`config.mk`:
```
export PLATFORM = sky130hd
export DESIGN_NAME = output_port_arbiter_flat
export DESIGN_NICKNAME = d
export VERILOG_FILES = /design/src/rtl/output_port_arbiter_if.sv /design/src/rtl/output_port_arbiter.sv /design/src/flat_wrapper.sv
export SDC_FILE = /design/constraint.sdc
export NUM_CORES = 1
export LEC_CHECK = 0
export ABC_AREA = 1
export ABC_CLOCK_PERIOD_IN_PS = 10600
export CORE_AREA = 4 4 333 335
export CTS_CLUSTER_SIZE = 28
export DETAILED_ROUTE_END_ITERATION = 8
export DIE_AREA = 0 0 337 339
export SYNTH_ARGS = -nofsm -noshare
export SYNTH_HDL_FRONTEND = slang
export SYNTH_SLANG_ARGS = --single-unit
```
`constraint.sdc`:
```
create_clock -name clk_bft -period 10.6 [get_ports clk_bft]
set_clock_uncertainty 0.2 [all_clocks]
set_input_delay 3.18 -clock clk_bft [delete_from_list [all_inputs] [get_ports clk_bft]]
set_output_delay 3.18 -clock clk_bft [all_outputs]
set_load 0.02 [all_outputs]
```
`src/rtl/output_port_arbiter_if.sv`:
```
// Packet lane from the output-port arbiter to the BFT switch.
// Master drives packet and valid, slave returns ready.
interface output_port_arbiter_if #(
  parameter int PACKET_BITS = 97
);
  logic [PACKET_BITS-1:0] pkt_out;
  logic                   pkt_out_vld;
  logic                   pkt_out_rdy;

  modport master (
    output pkt_out,
    output pkt_out_vld,
    input  pkt_out_rdy
  );

  modport slave (
    input  pkt_out,
    input  pkt_out_vld,
    output pkt_out_rdy
  );
endinterface

```
`src/rtl/output_port_arbiter.sv`:
```
// Round-robin, burst-capped arbiter sharing one BFT lane among output ports.
// Define OUTARB_PERF_CNT_EN to build the pkt_cnt/stall_cnt counters.
module output_port_arbiter #(
  parameter int NUM_PORTS   = 7,
  parameter int PACKET_BITS = 97,
  parameter int MAX_BURST   = 4,
  parameter int SKID_DEPTH  = 4,
  localparam int GW = $clog2(NUM_PORTS),
  localparam int PW = $clog2(SKID_DEPTH),
  localparam int CW = PW + 2,
  localparam int BW = $clog2(MAX_BURST + 1)
) (
  input  logic                           clk_bft,
  input  logic                           reset_bft_n,
  input  logic [NUM_PORTS-1:0]           port_empty,
  input  logic [NUM_PORTS-1:0]           port_credit,
  input  logic [NUM_PORTS*PACKET_BITS-1:0] port_pkt_in,
  output logic [NUM_PORTS-1:0]           rd_en_sel,
  output_port_arbiter_if.master          lane,
  output logic [GW-1:0]                  grant_idx,
  output logic                           proto_err,
  output logic [31:0]                    pkt_cnt,
  output logic [31:0]                    stall_cnt
);

  typedef enum logic {
    S_IDLE,
    S_GRANT
  } state_e;

  state_e                 state_q, state_d;
  logic [GW-1:0]          rr_ptr_q, rr_ptr_d;
  logic [GW-1:0]          grant_q, grant_d;
  logic [BW-1:0]          burst_q, burst_d;
  logic [NUM_PORTS-1:0]   rd_en_q, rd_en_d;
  logic                   sel_vld_q, sel_vld_d;
  logic [GW-1:0]          sel_idx_q, sel_idx_d;
  logic [PW-1:0]          wr_ptr_q, wr_ptr_d;
  logic [PW-1:0]          rd_ptr_q, rd_ptr_d;
  logic [CW-1:0]          cnt_q, cnt_d;
  logic                   perr_q, perr_d;
  logic [PACKET_BITS-1:0] mem_q [SKID_DEPTH];

  logic [NUM_PORTS-1:0]   req;
  logic                   any_req;
  logic                   req_cur;
  logic [CW-1:0]          reserved;
  logic                   slot;
  logic [GW-1:0]          nxt_ptr;
  logic [GW-1:0]          pick_idle;
  logic [GW-1:0]          pick_rot;
  logic [PACKET_BITS-1:0] pkt_sel;
  logic                   push;
  logic                   pop;
  logic                   empty;

  function automatic logic [NUM_PORTS-1:0] oh(
    input logic [GW-1:0] i
  );
    return NUM_PORTS'(1) << i;
  endfunction

  // first requester at or after start, wrapping
  function automatic logic [GW-1:0] pick(
    input logic [NUM_PORTS-1:0] r,
    input logic [GW-1:0]        start
  );
    logic [GW-1:0] res;
    logic [GW-1:0] ix;
    logic          found;
    int            idx;
    res   = start;
    found = 1'b0;
    for (int k = 0; k < NUM_PORTS; k++) begin
      idx = int'(start) + k;
      if (idx >= NUM_PORTS) idx = idx - NUM_PORTS;
      ix = GW'(idx);
      if (!found && r[ix]) begin
        found = 1'b1;
        res   = ix;
      end
    end
    return res;
  endfunction

  always_comb begin
    req     = ~port_empty & port_credit;
    any_req = |req;
    req_cur = |(req & oh(grant_q));
    nxt_ptr = (grant_q == GW'(NUM_PORTS - 1)) ?
              '0 : grant_q + GW'(1);
    pick_idle = pick(req, rr_ptr_q);
    pick_rot  = pick(req, nxt_ptr);
  end

  // reads issued whose data has not reached the skid yet
  always_comb begin
    reserved = cnt_q
             + CW'(|rd_en_q)
             + CW'(sel_vld_q);
    slot = reserved < CW'(SKID_DEPTH);
  end

  always_comb begin
    pkt_sel = '0;
    for (int i = 0; i < NUM_PORTS; i++) begin
      if (sel_idx_q == GW'(i)) begin
        pkt_sel = port_pkt_in[i*PACKET_BITS +: PACKET_BITS];
      end
    end
  end

  always_comb begin
    empty = (cnt_q == '0);
    push  = sel_vld_q && pkt_sel[PACKET_BITS-1];
    pop   = !empty && lane.pkt_out_rdy;
    perr_d = perr_q
           | (sel_vld_q && !pkt_sel[PACKET_BITS-1]);
    wr_ptr_d = push ? wr_ptr_q + PW'(1) : wr_ptr_q;
    rd_ptr_d = pop ? rd_ptr_q + PW'(1) : rd_ptr_q;
    cnt_d = cnt_q + CW'(push) - CW'(pop);
    sel_vld_d = |rd_en_q;
    sel_idx_d = grant_q;
  end

  always_comb begin
    state_d  = state_q;
    rr_ptr_d = rr_ptr_q;
    grant_d  = grant_q;
    burst_d  = burst_q;
    rd_en_d  = '0;
    unique case (state_q)
      S_IDLE: begin
        if (any_req && slot) begin
          grant_d = pick_idle;
          rd_en_d = oh(pick_idle);
          burst_d = BW'(1);
          state_d = S_GRANT;
        end
      end
      S_GRANT: begin
        if (req_cur && slot &&
            burst_q < BW'(MAX_BURST)) begin
          rd_en_d = oh(grant_q);
          burst_d = burst_q + BW'(1);
        end else if (any_req && slot) begin
          rr_ptr_d = nxt_ptr;
          grant_d  = pick_rot;
          rd_en_d  = oh(pick_rot);
          burst_d  = BW'(1);
        end else if (!slot) begin
          // stall: keep burst count, stay put
          state_d = S_GRANT;
        end else begin
          rr_ptr_d = nxt_ptr;
          state_d  = S_IDLE;
        end
      end
      default: state_d = S_IDLE;
    endcase
  end

  always_ff @(posedge clk_bft or negedge reset_bft_n) begin
    if (!reset_bft_n) begin
      state_q   <= S_IDLE;
      rr_ptr_q  <= '0;
      grant_q   <= '0;
      burst_q   <= '0;
      rd_en_q   <= '0;
      sel_vld_q <= 1'b0;
      sel_idx_q <= '0;
      wr_ptr_q  <= '0;
      rd_ptr_q  <= '0;
      cnt_q     <= '0;
      perr_q    <= 1'b0;
    end else begin
      state_q   <= state_d;
      rr_ptr_q  <= rr_ptr_d;
      grant_q   <= grant_d;
      burst_q   <= burst_d;
      rd_en_q   <= rd_en_d;
      sel_vld_q <= sel_vld_d;
      sel_idx_q <= sel_idx_d;
      wr_ptr_q  <= wr_ptr_d;
      rd_ptr_q  <= rd_ptr_d;
      cnt_q     <= cnt_d;
      perr_q    <= perr_d;
    end
  end

  always_ff @(posedge clk_bft) begin
    if (push) mem_q[wr_ptr_q] <= pkt_sel;
  end

  assign rd_en_sel        = rd_en_q;
  assign grant_idx        = grant_q;
  assign proto_err        = perr_q;
  assign lane.pkt_out_vld = !empty;
  assign lane.pkt_out     = empty ? '0 : mem_q[rd_ptr_q];

`ifdef OUTARB_PERF_CNT_EN
  logic [31:0] pkt_cnt_q, pkt_cnt_d;
  logic [31:0] stall_cnt_q, stall_cnt_d;

  always_comb begin
    pkt_cnt_d   = pkt_cnt_q + 32'(pop);
    stall_cnt_d = stall_cnt_q
                + 32'(!empty && !lane.pkt_out_rdy);
  end

  always_ff @(posedge clk_bft or negedge reset_bft_n) begin
    if (!reset_bft_n) begin
      pkt_cnt_q   <= '0;
      stall_cnt_q <= '0;
    end else begin
      pkt_cnt_q   <= pkt_cnt_d;
      stall_cnt_q <= stall_cnt_d;
    end
  end

  assign pkt_cnt   = pkt_cnt_q;
  assign stall_cnt = stall_cnt_q;
`else
  assign pkt_cnt   = '0;
  assign stall_cnt = '0;
`endif

endmodule

```
`src/flat_wrapper.sv`:
```
// flat-port wrapper written by rule: the top's interface ports become plain ports
module output_port_arbiter_flat 
#(
  parameter int NUM_PORTS   = 7,
  parameter int PACKET_BITS = 97,
  parameter int MAX_BURST   = 4,
  parameter int SKID_DEPTH  = 4,
  localparam int GW = $clog2(NUM_PORTS),
  localparam int PW = $clog2(SKID_DEPTH),
  localparam int CW = PW + 2,
  localparam int BW = $clog2(MAX_BURST + 1)
)
  (clk_bft, reset_bft_n, port_empty, port_credit, port_pkt_in, rd_en_sel, grant_idx, proto_err, pkt_cnt, stall_cnt, lane_pkt_out, lane_pkt_out_vld, lane_pkt_out_rdy);
  output_port_arbiter_if #(.PACKET_BITS(PACKET_BITS)) lane_i ();
  input  logic clk_bft;
  input  logic reset_bft_n;
  input  logic [NUM_PORTS-1:0] port_empty;
  input  logic [NUM_PORTS-1:0] port_credit;
  input  logic [NUM_PORTS*PACKET_BITS-1:0] port_pkt_in;
  output logic [NUM_PORTS-1:0] rd_en_sel;
  output logic [GW-1:0] grant_idx;
  output logic proto_err;
  output logic [31:0] pkt_cnt;
  output logic [31:0] stall_cnt;
  output wire logic [$bits(lane_i.pkt_out)-1:0] lane_pkt_out;
  output wire logic [$bits(lane_i.pkt_out_vld)-1:0] lane_pkt_out_vld;
  input wire logic [$bits(lane_i.pkt_out_rdy)-1:0] lane_pkt_out_rdy;
  assign lane_pkt_out = lane_i.pkt_out;
  assign lane_pkt_out_vld = lane_i.pkt_out_vld;
  assign lane_i.pkt_out_rdy = lane_pkt_out_rdy;
  output_port_arbiter #(.NUM_PORTS(NUM_PORTS), .PACKET_BITS(PACKET_BITS), .MAX_BURST(MAX_BURST), .SKID_DEPTH(SKID_DEPTH)) u_core (.clk_bft(clk_bft), .reset_bft_n(reset_bft_n), .port_empty(port_empty), .port_credit(port_credit), .port_pkt_in(port_pkt_in), .rd_en_sel(rd_en_sel), .lane(lane_i), .grant_idx(grant_idx), .proto_err(proto_err), .pkt_cnt(pkt_cnt), .stall_cnt(stall_cnt));
endmodule
```
---- Yosys cells after proc, flatten, opt, wreduce, memory -nomap -nowiden ----
Memory sizes are Yosys's and may differ from the RTL's.
Cells that the tools add are included.
storage, ports and cells
  input bits .............................. 696
  register bits after elaboration ......... 30
  word-level logic and storage cells ...... 232
  output and inout port bits .............. 173
  memory bits (writable) .................. 388
  memories ................................ 1
operators by class
  bitwise operators ....................... 6
  eq/ne operators ......................... 10
  $add $sub $neg .......................... 34
  shifts and indexed selects .............. 3
  mux-type cells .......................... 97
  magnitude comparators ................... 30
  reductions and logical operators ........ 40
memories
  name          depth  width  rd ports  clocked after memory_dff  wr ports  RTL line                   text
  u_core.mem_q  4      97     1         0                         1         output_port_arbiter.sv:42  logic [PACKET_BITS-1:0] mem_q [SKID_DEPTH];
operators by type and width
  kind                                                                           number
  97-bit two-way mux                                                             8
  3-bit two-way mux                                                              36
  3-bit by 4-bit less-than comparator with 1-bit output (second input constant)  14
  4-bit by 3-bit >= comparator with 1-bit output (second input constant)         12
  1-bit binary-select mux with 3-bit select                                      14
  3-bit by 1-bit subtractor with 3-bit output (second input constant)            12
  1-bit two-way mux                                                              32
  3-bit by 3-bit adder with 4-bit output (second input constant)                 6
  7-bit two-way mux                                                              3
  7-bit OR reduction                                                             3
  1-bit by 3-bit left shift with 7-bit output (first input constant)             3
  1-bit logical AND                                                              18
  3-bit by 2-bit adder with 4-bit output (second input constant)                 4
  7-bit bitwise AND                                                              2
  1-bit zero test                                                                14
  7-bit one-hot mux with 2 select lines                                          1
  4-bit by 1-bit adder with 4-bit output                                         3
  3-bit equality test (second input constant)                                    4
  3-bit one-hot mux with 2 select lines                                          2
  3-bit by 1-bit adder with 4-bit output (second input constant)                 2
  7-bit NOT                                                                      1
  3-bit by 1-bit adder with 3-bit output (second input constant)                 2
  3-bit by 2-bit equality test with 1-bit output (second input constant)         2
  3-bit >= comparator (second input constant)                                    2
  15 further kinds                                                               20

---- Longest topological paths before layout ----
Gate-level depths: netlist (run 1).
  depth in word-level cells ............... 29
  depth in mapped cells ................... 28
  gate-level depth less buffers ........... 27

---- Worst setup path before layout (run 1) ----
No wires, ideal clock.
  path kind ............................... input to register
  start ................................... input port_pkt_in[96]
  end ..................................... memory u_core.mem_q[0][0] (enable)
  cell stages on the path ................. 6
  arrival ................................. 7824 ps
  setup time .............................. 554 ps
  path slack .............................. 2022 ps
  data required time ...................... 9846 ps
  buffers on the path ..................... 0
  path through ............................ nand3_1 -> nand2_1 -> a221oi_1 -> o2111ai_1 -> nand2_1 -> nor2_1
between the ends
  cells in the longest elaborated chain, start to end .. 10
ends and longest elaborated chain
  element                                  RTL line                    text
  start: declaration                       flat_wrapper.sv:19          input logic [NUM_PORTS*PACKET_BITS-1:0] port_pkt_in;
  97-bit two-way mux (7 in series)         output_port_arbiter.sv:107  if (sel_idx_q == GW'(i)) begin
  named net u_core.pkt_sel[96]             output_port_arbiter.sv:52   logic [PACKET_BITS-1:0] pkt_sel;
  1-bit logical AND                        output_port_arbiter.sv:115  push = sel_vld_q && pkt_sel[PACKET_BITS-1];
  1-bit two-way mux                        output_port_arbiter.sv:192  if (push) mem_q[wr_ptr_q] <= pkt_sel;
  1-bit two-way mux (not written as such)  output_port_arbiter.sv:192
  end: declaration                         output_port_arbiter.sv:42
The timed path passes the listed nets, and every way through them passes these cells.

---- Final worst setup path (run 1) ----
  start ................................... register u_core.rd_ptr_q[0]
  end ..................................... output lane_pkt_out[44]
between the ends
  cells in the longest elaborated chain, start to end .. 2
ends and longest elaborated chain
  element                   RTL line                    text
  start: declaration        output_port_arbiter.sv:39   logic [PW-1:0] rd_ptr_q, rd_ptr_d;
  start signal: assignment  output_port_arbiter.sv:185  rd_ptr_q <= rd_ptr_d;
  memory read 4 x 97 bit    -
  97-bit two-way mux        output_port_arbiter.sv:199  assign lane.pkt_out = empty ? '0 : mem_q[rd_ptr_q];
  end: declaration          flat_wrapper.sv:25          output wire logic [$bits(lane_i.pkt_out)-1:0] lane_pkt_out;
No other way between the ends.

==> results of run 1 <==
==> registers in the layout, indices dropped and copies added, names as in the netlist, 2 cells and up <==
signal	count
u_core.sel_idx_q	3
u_core.mem_q	388
u_core.rd_en_sel	7
u_core.rr_ptr_q	3
u_core.wr_ptr_q	2
u_core.grant_idx	3
u_core.burst_q	3
u_core.cnt_q	4
u_core.rd_ptr_q	2
==> layout make-up <==
type,count,area (µm²)
flip-flops and latches,418,12400
clock buffers,58,1210
multi-input cells,1860,9900
clock inverters,24,285
fillers,11132,73300
well taps,1414,1770
diodes,3,7.51
inverters,230,883
repair buffers,838,8380
==> layer usage <==
metal / global-route usage, % / vias up
li1: - / 10865
met1: 20.5 / 10868
met2: 27.3 / 875
met3: 4.48 / 142
met4: 4.98 / 4
met5: 0 / -
==> cells in the mapped netlist, types with 2 or more instances <==
cell type / count / area, µm²
o2111ai_1: 97 / 850
buf_2: 2 / 10.0
inv_1: 217 / 815
o21ai_0: 236 / 1180
nand3_1: 104 / 521
inv_4: 2 / 12.5
fa_1: 2 / 40.0
xnor2_1: 3 / 26.3
nor2_1: 452 / 1700
buf_1: 22 / 82.6
a21oi_2: 2 / 17.5
nand2_4: 2 / 22.5
nand4_1: 14 / 87.6
o211ai_1: 14 / 105
nand2_1: 464 / 1740
nor3_1: 6 / 30.0
buf_4: 67 / 503
nand2_2: 19 / 119
dfrtp_1: 30 / 751
nor2_2: 4 / 25.0
inv_2: 10 / 37.5
a21oi_1: 111 / 556
o21ai_2: 3 / 26.3
a221oi_1: 97 / 850
nand3_2: 6 / 60.1
xor2_1: 6 / 52.6
ha_1: 31 / 388
o21ai_1: 7 / 35.0
o22ai_1: 2 / 12.5
clkbuf_1: 140 / 526
a32o_1: 97 / 971
nand3b_1: 3 / 22.5
edfxtp_1: 388 / 11700
==> stage by stage <==
stage	worst slack (ns)	hold WS (ns)	area, µm²	cells	util (%)
final	2.95	0.293	34800	4845	32.2
after global routing	2.60	0.316	34800	4843	32.2
after CTS	2.80	0.300	34800	4842	32.2
after detailed placement	3.45	0.272	33300	4760	30.8
after global placement	3.47	0.261	33300	4760	30.8
after floorplan	2.02	0.267	24200	2739	-
==> cells by family (layout without fill, tap and decap cells) <==
logic type | after synthesis | after routing | share of synthesized area (%)
AND/OR/NAND/NOR | 1084 | 1084 | 18.6
other | 1 | 67 | 0.0156
adder cells (fa/ha/maj) | 33 | 33 | 1.78
buffers and inverters | 461 | 1150 | 8.29
flip-flops | 418 | 418 | 51.7
AO/OA/AOI/OAI | 670 | 670 | 19.3
XOR/XNOR | 9 | 9 | 0.329
==> worst min path at each step <==
stage	startpoint	endpoint	slack [ns]	cells past startpoint
2_1_floorplan	u_core.burst_q[1]	u_core.burst_q[1]	0.27	1
3_3_place_gp	u_core.proto_err	u_core.proto_err	0.26	1
3_5_place_dp	u_core.proto_err	u_core.proto_err	0.27	1
4_1_cts	u_core.proto_err	u_core.proto_err	0.30	1
5_1_grt	u_core.proto_err	u_core.proto_err	0.32	1
6_report	u_core.proto_err	u_core.proto_err	0.29	1
==> where the power goes <==
group,total (mW),switching [mW],internal [mW]
Sequential,2.57,0.167,2.40
Clock,1.58,0.664,0.913
Combinational,6.21,4.08,2.13
Total,10.4,4.91,5.44
==> metrics.md, run 1 <==
| Metric | Value |
|---|---|
| Status | `finished, final reports clean` |
| Netlist Area Pre-Place | `24000 µm²` |
| Post-CTS Setup Bufs | `0` |
| RSZ-0062 raised after global routing | `no` |
| Worst-skew pair later-pin latency | `0.57 ns` |
| TritonCTS buffer count | `46` |
| # IOs | `869` |
| Setup TNS | `0 ns` |
| Crit Path Max Fanout | `77` |
| Post-DRT Antenna Nets | `0` |
| Worst-path cell chain | `buf_4 > buf_4 > nor2_1 > nor2_1 > o21ai_0 > a21oi_1 > clkdlybuf4s50_1` |
| CTS tree | `yes` |
| Measured slew at the worst slew-check pin | `1.05 ns` |
| Critical path launch point type | `flop` |
| Synthesized area per cell | `8.96 µm²` |
| Congestion Overflow GR | `0` |
| Initial DRC Count | `1716` |
| Core area | `108000 µm²` |
| Post-DP HPWL | `70800 µm` |
| Max Cap Viol | `0` |
| Reg2reg end | `u_core.mem_q[0][40]` |
| Initial Util | `22.2%` |
| Most frequent cells in the layout | `804 x clkdlybuf4s50_1, 464 x nand2_1, 447 x nor2_1` |
| Worst min-delay path class | `reg -> reg` |
| Area grow syn2layout | `45.2%` |
| Met2 routed WL | `46600 µm` |
| Final period util | `72.1%` |
| Drt total wl | `99100 µm` |
| Crit path to | `lane_pkt_out[44]` |
| Synth unique cells | `49` |
| Met3 Routed Length | `8180 µm` |
| Htree depth | `2` |
| Clock Tree Root | `clkbuf_16` |
| Fin nets | `4123` |
| Post-Syn Instances | `2676` |
| Row count | `121` |
| Post-synthesis sequential area ratio | `51.7%` |
| Max clock buf depth | `3` |
| Worst endpoint required time | `7.22 ns` |
| Min Tclk post-route | `7.65 ns` |
| Die Wd | `337 µm` |
| Register clock-pin slew on the reported worst setup and hold paths | `0.06 ns` |
| RD Place Congestion | `0.840` |
| CTS resizes | `0` |
| Largest net degree at the start of global routing | `109` |
| Slew margin rel. | `29.9%` |
| Met1 WL | `41500 µm` |
| Final number of max-transition violations | `0` |
| VDD IR max | `146 µV` |
| Total GRT Usage | `16.3%` |
| Clock Sinks | `418` |
| Slowest CP cell | `dfrtp_4` |
| Post-synthesis async set-or-reset flop share | `7.18%` |
| DRC Markers | `0` |
| Fmax | `131 MHz` |
| Number of synthesized flops with an enable pin | `388` |
| Pwr Density | `297 nW/µm²` |
| Crit end category | `primary output` |
| Die Ht | `339 µm` |
| Ratio of cells with drive above 1 in the final layout | `4.87%` |
| Vias in the first global route | `22059` |
| Ys Warns | `0` |
| Die Area | `114000 µm²` |
| FF-to-FF setup slack | `5.94 ns` |
| Worst Path Class, Setup | `reg -> out` |
| Total Power | `10.4 mW` |
| DR pass1 iterations | `5` |
| Hold Vio Cnt, Final | `0` |
| Vias per std cell | `4.70` |
| Static leakage | `12.7 nW` |
| Crit. path cell count | `7` |
| Vias | `22754` |
| Number of synthesized register bits | `418` |
| Max layer used | `met5` |
| Hold-fix buffers at CTS | `0` |
| Buf/Inv on CP | `3` |
| Crit path from | `u_core.rd_ptr_q[0]` |
| Ys flop type | `edfxtp_1` |
| Cell family with most CP delay | `buffers and inverters` |
| R2R depth | `9` |
| CP peak stage delay | `0.78 ns` |
| Critical Path AT | `4.27 ns` |
| Initial antenna violation count | `13` |
| First-pass GRT wire length | `141000 µm` |
| Leading cell type in the layout, fill and taps excluded | `clkdlybuf4s50_1` |
| IO Port Bufs | `804` |
| WL per Instance | `20.5 µm` |
| Final setup fails | `0` |
| Beginning of the worst register-to-register path | `u_core.sel_idx_q[2]` |
(Power assumes the default switching activity.)
==> inputs of run 2 (changes only) <==
Settings changed: ABC_CLOCK_PERIOD_IN_PS 10600 to 7990.
Clock period 10.6 ns to 7.99 ns, I/O delays scaled along.
==> run 2 against run 1 <==
Via count grew 0.21%. Critical path type unchanged. Global-route usage about the same. Setup slack got worse by 1.3 ns.
==> metrics.md, run 2 (synthesized netlist as in run 1, its figures left out) <==
| Metric | Value |
|---|---|
| Crit end category | `primary output` |
| Final period util | `79.3%` |
| Worst endpoint required time | `5.39 ns (-1.83 ns)` |
| Die Ht | `339 µm (unchanged)` |
| Die Area | `114000 µm² (unchanged)` |
| Leading cell type in the layout, fill and taps excluded | `clkdlybuf4s50_1` |
| Ratio of cells with drive above 1 in the final layout | `5.17% (+0.30 points)` |
| Setup TNS | `0 ns (unchanged)` |
| Hold-fix buffers at CTS | `0 (unchanged)` |
| CTS resizes | `0 (unchanged)` |
| Max Cap Viol | `0 (unchanged)` |
| Area grow syn2layout | `46.0%` |
| CP peak stage delay | `0.70 ns (-0.08 ns)` |
| Most frequent cells in the layout | `804 x clkdlybuf4s50_1, 464 x nand2_1, 447 x nor2_1` |
| Total GRT Usage | `16.3% (about the same)` |
| Row count | `121 (unchanged)` |
| Post-Route Hold Slack | `0.292 ns (-0.000895 ns)` |
| Largest reg by FF count | `u_core.mem_q` |
| Post-DRT Antenna Nets | `0 (unchanged)` |
| First-pass GRT wire length | `141000 µm (about the same)` |
| Congestion Overflow GR | `0 (unchanged)` |
| RSZ-0062 raised after global routing | `no` |
| FF-to-FF setup slack | `3.59 ns (-2.35 ns)` |
| Clock Sinks | `418 (unchanged)` |
| Drt total wl | `99800 µm (+0.69%)` |
| Slew margin rel. | `28.5% (-1.4 points)` |
| Worst Path Class, Setup | `reg -> out` |
| Worst min-delay path class | `reg -> reg` |
| Final setup fails | `0 (unchanged)` |
| Measured slew at the worst slew-check pin | `1.07 ns (+0.0210 ns)` |
| Min Tclk post-route | `6.33 ns` |
| VDD IR max | `422 µV (+190%)` |
| RD Place Congestion | `0.852 (+1.5%)` |
| TritonCTS buffer count | `49 (+6.5%)` |
| Max FFs per register | `388 (unchanged)` |
| Core area | `108000 µm² (unchanged)` |
| Worst-skew pair later-pin latency | `0.58 ns (about the same)` |
| Hold Vio Cnt, Final | `0 (unchanged)` |
| Register clock-pin slew on the reported worst setup and hold paths | `0.06 ns (about the same)` |
| DR pass1 iterations | `6 (+1)` |
| Initial Util | `22.2% (unchanged)` |
| Max clock buf depth | `3 (unchanged)` |
| Finished Core Util | `32.4% (+0.17 points)` |
| Vias | `22801 (+0.21%)` |
| Pwr Density | `397 nW/µm² (+33%)` |
| Area of the multi-input gates | `9900 µm² (unchanged)` |
| Largest net degree at the start of global routing | `146 (+34%)` |
| Static leakage | `12.8 nW (+0.74%)` |
| Die Wd | `337 µm (unchanged)` |
| Htree depth | `2 (unchanged)` |
| Initial DRC Count | `1747 (+1.8%)` |
| DRC Markers | `0 (unchanged)` |
| Crit Path Max Fanout | `107 (+39%)` |
| Fill cells | `11109 (-0.21%)` |
| Vias per std cell | `4.69 (-0.14%)` |
| Critical Path AT | `3.74 ns (-0.53 ns)` |
| Fin nets | `4131 (+0.19%)` |
| Vias in the first global route | `22224 (+0.75%)` |
| Slowest CP cell | `dfrtp_4` |
| FF/Latch Area | `12400 µm² (unchanged)` |
| CTS tree | `yes` |
| Initial antenna violation count | `14 (+1)` |
| Buf/Inv on CP | `3 (unchanged)` |
| Post-CTS Setup Bufs | `0 (unchanged)` |
| Worst-path cell chain | `inv_6 > buf_4 > o21ai_0 > a21oi_1 > clkdlybuf4s50_1` |
| Cell family with most CP delay | `buffers and inverters` |
| Final number of max-transition violations | `0 (unchanged)` |
| Critical path launch point type | `flop` |
| WL per Instance | `20.5 µm (+0.34%)` |
| Clock Tree Root | `clkbuf_16` |
| IO Port Bufs | `804 (unchanged)` |
| # IOs | `869 (unchanged)` |
| Status | `finished, final reports clean` |
| Post-DP HPWL | `72600 µm (+2.5%)` |
| Fmax | `158 MHz` |
## run 2: final cells by class
type                            count  area share (%)
Antenna cell                        8          0.0572
Clock buffer                       61            3.66
Clock inverter                     28           0.839
Inverter                          230            2.52
Multi-Input combinational cell   1860            28.3
Sequential cell                   418            35.4
Tap cell                         1414            5.05
Timing Repair Buffer              843            24.2
## run 2: path summary, 6_finish.rpt
kind                                      from                  end  cells after the start
max                         u_core.rd_ptr_q[0]      lane_pkt_out[5]                      5
min                           u_core.proto_err     u_core.proto_err                      1
max reg2reg                u_core.sel_idx_q[1]  u_core.mem_q[1][82]                      9
min reg2reg                   u_core.proto_err     u_core.proto_err                      1
max in group asynchronous          reset_bft_n   u_core.rd_ptr_q[1]                      2
min in group asynchronous          reset_bft_n   u_core.rd_ptr_q[0]                      2
## run 2: stage by stage
stage | area [µm²] | power [mW] | std cells | worst slack, ns
floorplan | 24200 | 8.49 | 2739 | 0.195
global placement | 33400 | 11.7 | 4765 | 2.23
detailed placement | 33400 | 11.8 | 4765 | 2.12
CTS | 35000 | 14.0 | 4854 | 1.58
global route | 35000 | 14.9 | 4859 | 1.46
finish | 35000 | 13.9 | 4862 | 1.66
## run 2: report_power, final
part | switching, mW | internal, mW | leakage, nW
combinational | 5.47 | 2.84 | 8.10
clock | 0.925 | 1.25 | 0.767
sequential | 0.218 | 3.18 | 3.89
## run 2: layer usage
| layer | vias up | global-route usage, % | share of wire, % |
|---|---|---|---|
| met1 | 10864 | 20.5 | 41 |
| li1 | 10887 | - | - |
| met2 | 912 | 27.3 | 47 |
| met4 | 0 | 5.36 | 3.1 |
| met5 | - | 0 | 0 |
| met3 | 138 | 4.17 | 8.3 |
==> inputs of run 3 (changes only) <==
Settings changed: ABC_CLOCK_PERIOD_IN_PS 7990 to 6600.
Clock period 7.99 ns to 6.6 ns, I/O delays scaled along.
==> run 3 against run 2 <==
Wire length shrank 0.21%. Hold slack got worse by 0.0050 ns. Cell count is 0.10% higher. Largest power group unchanged. Clock power is 25% higher. Critical path depth is 1 higher. Utilization is 0.16 points higher.
==> metrics.md, run 3 (synthesized netlist as in run 1, its figures left out) <==
| Metric | Value |
|---|---|
| Hold-fix buffers at CTS | `0 (unchanged)` |
| Worst endpoint required time | `4.42 ns (-0.97 ns)` |
| Final setup fails | `0 (unchanged)` |
| Initial Util | `22.2% (unchanged)` |
| Status | `finished, final reports clean` |
| Vias per std cell | `4.70 (+0.23%)` |
| Row count | `121 (unchanged)` |
| Worst min-delay path class | `reg -> reg` |
| Post-DRT Antenna Nets | `0 (unchanged)` |
| Register clock-pin slew on the reported worst setup and hold paths | `0.06 ns (about the same)` |
| Critical Path AT | `3.38 ns (-0.36 ns)` |
| Max FFs per register | `388 (unchanged)` |
| Slew margin rel. | `28.5% (+0.041 points)` |
| Most frequent cells in the layout | `804 x clkdlybuf4s50_1, 464 x nand2_1, 447 x nor2_1` |
| Ratio of cells with drive above 1 in the final layout | `5.43% (+0.25 points)` |
| WL per Instance | `20.5 µm (-0.31%)` |
| RSZ-0062 raised after global routing | `no` |
| CP peak stage delay | `0.75 ns (+0.05 ns)` |
| Worst Path Class, Setup | `reg -> out` |
| Leading cell type in the layout, fill and taps excluded | `clkdlybuf4s50_1` |
| Vias in the first global route | `22312 (+0.40%)` |
| Worst-skew pair later-pin latency | `0.58 ns (about the same)` |
| First-pass GRT wire length | `142000 µm (+0.38%)` |
| Buf/Inv on CP | `3 (unchanged)` |
| Vias | `22878 (+0.34%)` |
| Critical path launch point type | `flop` |
| Static leakage | `12.8 nW (+0.66%)` |
| # IOs | `869 (unchanged)` |
| Measured slew at the worst slew-check pin | `1.07 ns (-0.00169 ns)` |
| Die Ht | `339 µm (unchanged)` |
| Area grow syn2layout | `46.7%` |
| Worst-path cell chain | `buf_4 > buf_4 > nor2_1 > o21ai_0 > a21oi_1 > clkdlybuf4s50_1` |
| Hold depth | `1 (unchanged)` |
| Finished Core Util | `32.6% (+0.16 points)` |
| DRC Markers | `0 (unchanged)` |
| Crit. path cell count | `6 (+1)` |
| Fin nets | `4138 (+0.17%)` |
| Final worst slack | `1.04 ns (-0.617 ns)` |
| Post-DP HPWL | `72400 µm (-0.21%)` |
| Hold Vio Cnt, Final | `0 (unchanged)` |
| DR pass1 iterations | `5 (-1)` |
| Die Wd | `337 µm (unchanged)` |
| Post-CTS Setup Bufs | `0 (unchanged)` |
| CTS resizes | `0 (unchanged)` |
| R2R depth | `22 (+13)` |
| Final number of max-transition violations | `0 (unchanged)` |
| Core area | `108000 µm² (unchanged)` |
| Largest reg by FF count | `u_core.mem_q` |
| Htree depth | `2 (unchanged)` |
| Min Tclk post-route | `5.56 ns` |
| Max Cap Viol | `0 (unchanged)` |
| TritonCTS buffer count | `48 (-2.0%)` |
| Largest net degree at the start of global routing | `134 (-8.2%)` |
| Initial DRC Count | `1853 (+6.1%)` |
| Post-Route Hold Slack | `0.287 ns (-0.00503 ns)` |
| Congestion Overflow GR | `0 (unchanged)` |
| CTS tree | `yes` |
| Slowest CP cell | `dfrtp_4` |
| Pwr Density | `482 nW/µm² (+22%)` |
| Fill cells | `11057 (-0.47%)` |
| Setup TNS | `0 ns (unchanged)` |
| Worst path most repeated cell | `buf_4` |
| Cell family with most CP delay | `buffers and inverters` |
| Crit end category | `primary output` |
| Clock Tree Root | `clkbuf_16` |
| VDD IR max | `342 µV (-19%)` |
| Clock Sinks | `418 (unchanged)` |
| Fmax | `180 MHz` |
| DP Worst Slack | `1.41 ns (-0.711 ns)` |
| Total GRT Usage | `16.3% (about the same)` |
| Initial antenna violation count | `9 (-5)` |
| Max clock buf depth | `3 (unchanged)` |
| IO Port Bufs | `804 (unchanged)` |
| Die Area | `114000 µm² (unchanged)` |
| RD Place Congestion | `0.915 (+7.3%)` |
| Final period util | `84.3%` |
| Drt total wl | `99600 µm (-0.21%)` |
| Crit Path Max Fanout | `42 (-61%)` |
run 3: power by group:
part / internal [mW] / switching (mW)
clock: 1.63 / 1.09
combinational: 3.49 / 6.71
sequential: 3.85 / 0.202
run 3: layer usage:
| layer | part of all wire, % | up-vias | global-route usage (%) | routed length, µm |
|---|---|---|---|---|
| met5 | 0 | - | 0 | 0 |
| met4 | 2.4 | 0 | 4.52 | 2340 |
| met3 | 8.1 | 118 | 3.64 | 8040 |
| li1 | - | 10909 | - | - |
| met1 | 42 | 10915 | 20.6 | 41400 |
| met2 | 48 | 936 | 28.0 | 47800 |
run 3: final timing paths:
check                      slack (ns)                 from                  end
setup / recovery                 1.04   u_core.rd_ptr_q[1]      lane_pkt_out[3]
hold / removal                   0.29     u_core.proto_err     u_core.proto_err
setup reg to reg                 2.40  u_core.grant_idx[1]  u_core.rd_en_sel[2]
hold reg to reg                  0.29     u_core.proto_err     u_core.proto_err
max in group asynchronous        4.21          reset_bft_n   u_core.rd_ptr_q[1]
min in group asynchronous        1.61          reset_bft_n   u_core.rr_ptr_q[2]
run 3: per-stage QoR:
step	power, mW	std cells	cell area (µm²)
after floorplan	10.3	2739	24200
after global placement	14.2	4773	33600
after detailed placement	14.3	4773	33600
after CTS	17.1	4860	35200
after global routing	18.2	4864	35200
final	17.0	4867	35200
run 3: cell type report:
type / count / area (µm²) / share of cell area, %
sequential: 418 / 12400 / 35.3
multi-input combinational: 1860 / 9900 / 28.1
timing repair buffer: 851 / 8590 / 24.4
tap: 1414 / 1770 / 5.03
clock buffer: 56 / 1230 / 3.50
inverter: 230 / 883 / 2.51
clock inverter: 31 / 392 / 1.11
antenna: 7 / 17.5 / 0.0498
